<file path="src/rtl/fuzzy_pwm_driver.sv">
// Slew-limited PWM driver fed by the fuzzy inference stage: one-entry command
// buffer, period-boundary duty adoption, and an enable/disable sequencer.
module fuzzy_pwm_driver #(
    parameter int PERIOD    = 4095,
    parameter int SLEW_STEP = 16
) (
    input  logic        clk,
    input  logic        rst_n,
    input  logic        enable,
    input  logic [11:0] pw_in,
    input  logic        pw_valid,
    output logic        pw_ready,
    output logic        pwm_out,
    output logic        period_start,
    output logic [11:0] duty_active,
    output logic        busy
);

    typedef enum logic [1:0] {IDLE, RAMP, RUN, STOP} state_t;

    localparam int          SLEW_SAT = (SLEW_STEP > 4095) ? 4095 : SLEW_STEP;
    localparam logic [11:0] PERIOD12 = 12'(PERIOD);
    localparam logic [12:0] PERIOD13 = 13'(PERIOD);
    localparam logic [12:0] SLEW13   = 13'(SLEW_SAT);

    state_t      state_q, state_d;
    logic [11:0] cnt_q, cnt_d;
    logic [11:0] duty_q, duty_d;
    logic [11:0] target_q, target_d;
    logic [11:0] pend_q, pend_d;
    logic        pend_full_q, pend_full_d;
    logic        pwm_out_q, pwm_out_d;
    logic        period_start_q, period_start_d;

    logic        running;
    logic        boundary;
    logic        accept;
    logic [11:0] tgt_eff;
    logic [12:0] goal13;
    logic [12:0] duty13;
    logic [12:0] stepped;
    logic [11:0] duty_step;

    assign running  = (state_q != IDLE);
    assign boundary = running && (cnt_q == PERIOD12);
    assign accept   = pw_valid && !pend_full_q;
    assign tgt_eff  = pend_full_q ? pend_q : target_q;
    assign goal13   = (state_q == STOP) ? 13'd0 : {1'b0, tgt_eff};
    assign duty13   = {1'b0, duty_q};

    // 13-bit stepping so duty + SLEW_STEP never wraps before the goal clamp.
    assign stepped = (goal13 > duty13)
                   ? (((duty13 + SLEW13) > goal13) ? goal13 : (duty13 + SLEW13))
                   : (((duty13 - goal13) > SLEW13) ? (duty13 - SLEW13) : goal13);
    assign duty_step = (stepped > PERIOD13) ? PERIOD12 : stepped[11:0];

    always_comb begin
        // NOTE: every *_d gets a default first so no path leaves it unassigned (no latches).
        state_d     = state_q;
        duty_d      = duty_q;
        target_d    = target_q;
        pend_d      = pend_q;
        pend_full_d = pend_full_q;

        if (boundary) begin
            target_d    = tgt_eff;
            pend_full_d = 1'b0;
            duty_d      = duty_step;
        end
        // A command accepted on a boundary edge waits for the following boundary.
        if (accept) begin
            pend_d      = (pw_in > PERIOD12) ? PERIOD12 : pw_in;
            pend_full_d = 1'b1;
        end

        case (state_q)
            IDLE: if (enable) state_d = RAMP;
            RAMP: begin
                if (!enable)                                 state_d = STOP;
                else if (boundary && (duty_step == tgt_eff)) state_d = RUN;
            end
            RUN: begin
                if (!enable)                              state_d = STOP;
                else if (boundary && (tgt_eff != duty_q)) state_d = RAMP;
            end
            STOP: begin
                if (enable)                                  state_d = RAMP;
                else if (boundary && (duty_step == 12'd0))   state_d = IDLE;
            end
            default: state_d = IDLE;
        endcase

        cnt_d          = (!running || (cnt_q == PERIOD12)) ? 12'd0 : (cnt_q + 12'd1);
        pwm_out_d      = (state_d != IDLE) && (cnt_d < duty_d);
        period_start_d = (state_d != IDLE) && (cnt_d == 12'd0);
    end

    // NOTE: state registers use non-blocking assignments so all flops update together.
    always_ff @(posedge clk or negedge rst_n) begin
        if (!rst_n) begin
            state_q        <= IDLE;
            cnt_q          <= 12'd0;
            duty_q         <= 12'd0;
            target_q       <= 12'd0;
            pend_q         <= 12'd0;
            pend_full_q    <= 1'b0;
            pwm_out_q      <= 1'b0;
            period_start_q <= 1'b0;
        end else begin
            state_q        <= state_d;
            cnt_q          <= cnt_d;
            duty_q         <= duty_d;
            target_q       <= target_d;
            pend_q         <= pend_d;
            pend_full_q    <= pend_full_d;
            pwm_out_q      <= pwm_out_d;
            period_start_q <= period_start_d;
        end
    end

    assign pw_ready     = !pend_full_q;
    assign pwm_out      = pwm_out_q;
    assign period_start = period_start_q;
    assign duty_active  = duty_q;
    assign busy         = (state_q == RAMP) || (state_q == STOP);

endmodule
</file>
<file path="config.mk">
export PLATFORM = sky130hd
export DESIGN_NAME = fuzzy_pwm_driver
export DESIGN_NICKNAME = d
export VERILOG_FILES = /design/src/rtl/fuzzy_pwm_driver.sv
export SDC_FILE = /design/constraint.sdc
export NUM_CORES = 1
export LEC_CHECK = 0
export ABC_AREA = 1
export BUFFER_PORTS_ARGS = -buffer_cell sky130_fd_sc_hd__buf_2
export CORE_MARGIN = 2
export CORE_UTILIZATION = 33
export DETAILED_ROUTE_END_ITERATION = 8
export SYNTH_ARGS = -nofsm -noshare
export SYNTH_HDL_FRONTEND = slang
export SYNTH_SLANG_ARGS = --single-unit
export TNS_END_PERCENT = 10
</file>
<file path="constraint.sdc">
create_clock -name clk -period 8.59 [get_ports clk]
set_input_delay 1.718 -clock clk [delete_from_list [all_inputs] [get_ports clk]]
set_output_delay 1.718 -clock clk [all_outputs]
set_load 0.1 [all_outputs]
</file>
==> flow_summary.ini <==
[place]
place_ws_ns = 3.29
dp_cells = 949
gp_congestion = 0.905
numPortBuffers = 31
dp.final_hpwl_mm = 11.3

[critical_path]
r2r_slack_ns = 3.23
end_kind = flop
path_buf_inv = 3
cp_max_fo = 13
crit_family = simple AND/OR/NAND/NOR gates
cp-start-kind = flop
rr_endpoint = pwm_out
required_ns = 8.82
rr_startpoint = pend_full_q
cp_common_cell = nand2_1
cpMaxStageDelayCell = nor2_1
critical_path_class = reg2reg
cp.arrival_ns = 5.58
r2r.worst_path.cells = 29
cpPeakStageDelay_ns = 0.64

[run]
maxCapViolations = 0

[die]
die_area_um2 = 16500
row_count = 45
fp.dieH_um = 129
core_um2 = 15200
die-width_um = 129
ios = 32
initial_utilization_pct = 33.7

[detailed_routing]
wire_per_inst_um = 14.8
first_iter_violations = 308
wirelength_mm = 14.2
via_per_inst = 5.03
first_pass_iters = 5
ant_nets = 0
drc = 0
via_count = 4814

[timing]
setup_viol = 0
max_clock_freq_ghz = 0.187
grt_setup_unrepaired = false
tns_ns = 0
max_slew_margin_pct = 44.8
min_period_ns = 5.36
fin_skew_ns = 0.00881
finalMaxSlewViolations = 0
hold_ws_ns = 0.491
setup_slack_ns = 3.23
tightest_slew_ns = 0.825
period_share_pct = 62.4
final_hold_viol_count = 0

[grt]
grt_pass1_vias = 4543
grt_remaining_overflow = 0
top_usage_layer = met2
antenna_found_initial = 0
grt_util_met2_pct = 27.8
grtUsageTotal_pct = 17.7
grt_use_met3_pct = 2.33
grtUsageMet1_pct = 25.5
grt_max_degree = 54
grt_pass1_wl_mm = 23.2

[logic_synthesis]
ys_seq_area_share_pct = 25.9
synth_edf_count = 0
postSynth.asyncResetShare_pct = 100
yosys_warnings = 0
ys_types = 47
synth_fp_nets = 797
syn-mean-instance-area_um2 = 6.86
netlist_instances = 746
syn_area_um2 = 5120
synth_flop_cell = dfrtp_1
ys_seq_elements = 53

[worst_hold_path]
min_delay_path_depth = 2
hold_path.class = reg2reg
holdPathEnd = target_q[3]
hp-start = target_q[3]

[cells_and_area]
multi_input_area_um2 = 3270
synthToLayoutAreaGrowth_pct = 8.55
drive_gt1_share_pct = 16.9
n_antenna_cell = 0
layout_common_cells = nand2_1 (187), inv_1 (96), nand3_1 (61)
mostFrequentLayoutCell = nand2_1
nets = 819
final_cells = 957
regArea_um2 = 1330
nFillCells = 1655

[power_and_ir_drop]
p_per_area_nw_per_um2 = 121
p_total_mw = 0.675
p_leak_nw = 3.21
irDropWorstVdd_uv = 143

[clock_tree]
postCtsSetupRepairBufs = 0
ctsResizeCount = 0
clk_latency_ns = 0.30
clock_path_buffers = 2
h-tree-depth = 2
clkTransAtPathRegs_ns = 0.07
cts.sinks = 53
clockRootBuffer = clkbuf_16
cts_buffers = 5
cts_tree = yes
ctsHoldBuffers = 0

[outcome]
outcome = finished, final reports clean
==> cell type report <==
type / instances / area share [%]
clock buffers: 6 / 2.32
clock inverters: 2 / 0.248
multi-input cells: 568 / 58.9
inverters: 105 / 7.14
well taps: 188 / 4.23
repair buffers: 35 / 3.33
flip-flops and latches: 53 / 23.9
==> state kept, by name, summed over array words and instances, names as in the netlist <==
| signal | flops |
|---|---|
| duty_active | 12 |
| pend_full_q | 1 |
| target_q | 12 |
| pwm_out | 1 |
| cnt_q | 12 |
| pend_q | 12 |
| period_start | 1 |
| state_q | 2 |
==> Yosys cell counts (all sizes together) (2+ instances only) <==
library cell	instances	area (um^2)
buf	14	103
inv	104	393
nand4	21	131
o21bai	2	15.0
nor4	5	31.3
dfrtp	53	1330
ha	34	425
mux2	12	135
o21ai	45	233
nor2	66	278
mux2i	2	20.0
a31oi	2	12.5
or2	11	68.8
nand3b	3	22.5
o211ai	2	20.0
nand2	204	808
clkbuf	6	22.5
nand3	75	468
a21oi	41	250
xor2	20	175
nor3	12	80.1
and2	3	18.8
==> stage by stage <==
step | instance area (um^2) | utilization [%]
after global routing | 5560 | 36.6
after global placement | 5420 | 35.6
final | 5560 | 36.6
after CTS | 5560 | 36.6
after detailed placement | 5420 | 35.6
after floorplan | 5120 | -
==> worst min-delay path: stages (launching register included) <==
cell and delay (ns):
dfrtp_1 0.35, nand2_1 0.05, o21ai_0 0.06
==> metal layers <==
layer  up-vias  share of wire [%]
met1      2196                 49
met2       125                 45
met3        13                4.5
li1       2480                  -
met5         -                  0
met4         0                2.0
==> power by group <==
group	internal [mW]	leakage [nW]	switching [mW]	total [mW]
clock	0.109	0.0712	0.0907	0.200
sequential	0.269	0.720	0.0164	0.286
combinational	0.0557	2.42	0.134	0.190
total	0.434	3.21	0.241	0.675
==> cell families (layout without fill, tap and decap cells) <==
logic type,count (synthesis),after routing,synth area share [%]
and+or+nand+nor,402,402,37.5
buffers and inverters,125,148,10.2
AOI/OAI and AO/OA,96,96,11.0
DFF,53,53,25.9
adders and majority gates,35,35,8.70
xor gates and xnor gates,21,21,3.59
muxes,14,14,3.03
==> worst max-delay path by stage <==
stage	startpoint	endpoint	slack [ns]	depth (start not counted)
6_report	pend_full_q	pwm_out	3.23	29
5_1_grt	pend_full_q	pwm_out	2.67	29
4_1_cts	pend_full_q	pwm_out	3.29	29
3_5_place_dp	pend_full_q	pwm_out	3.29	29
3_3_place_gp	pend_full_q	pwm_out	3.46	29
2_1_floorplan	pend_full_q	pwm_out	3.83	31
Power figures use the tool's default switching activity.
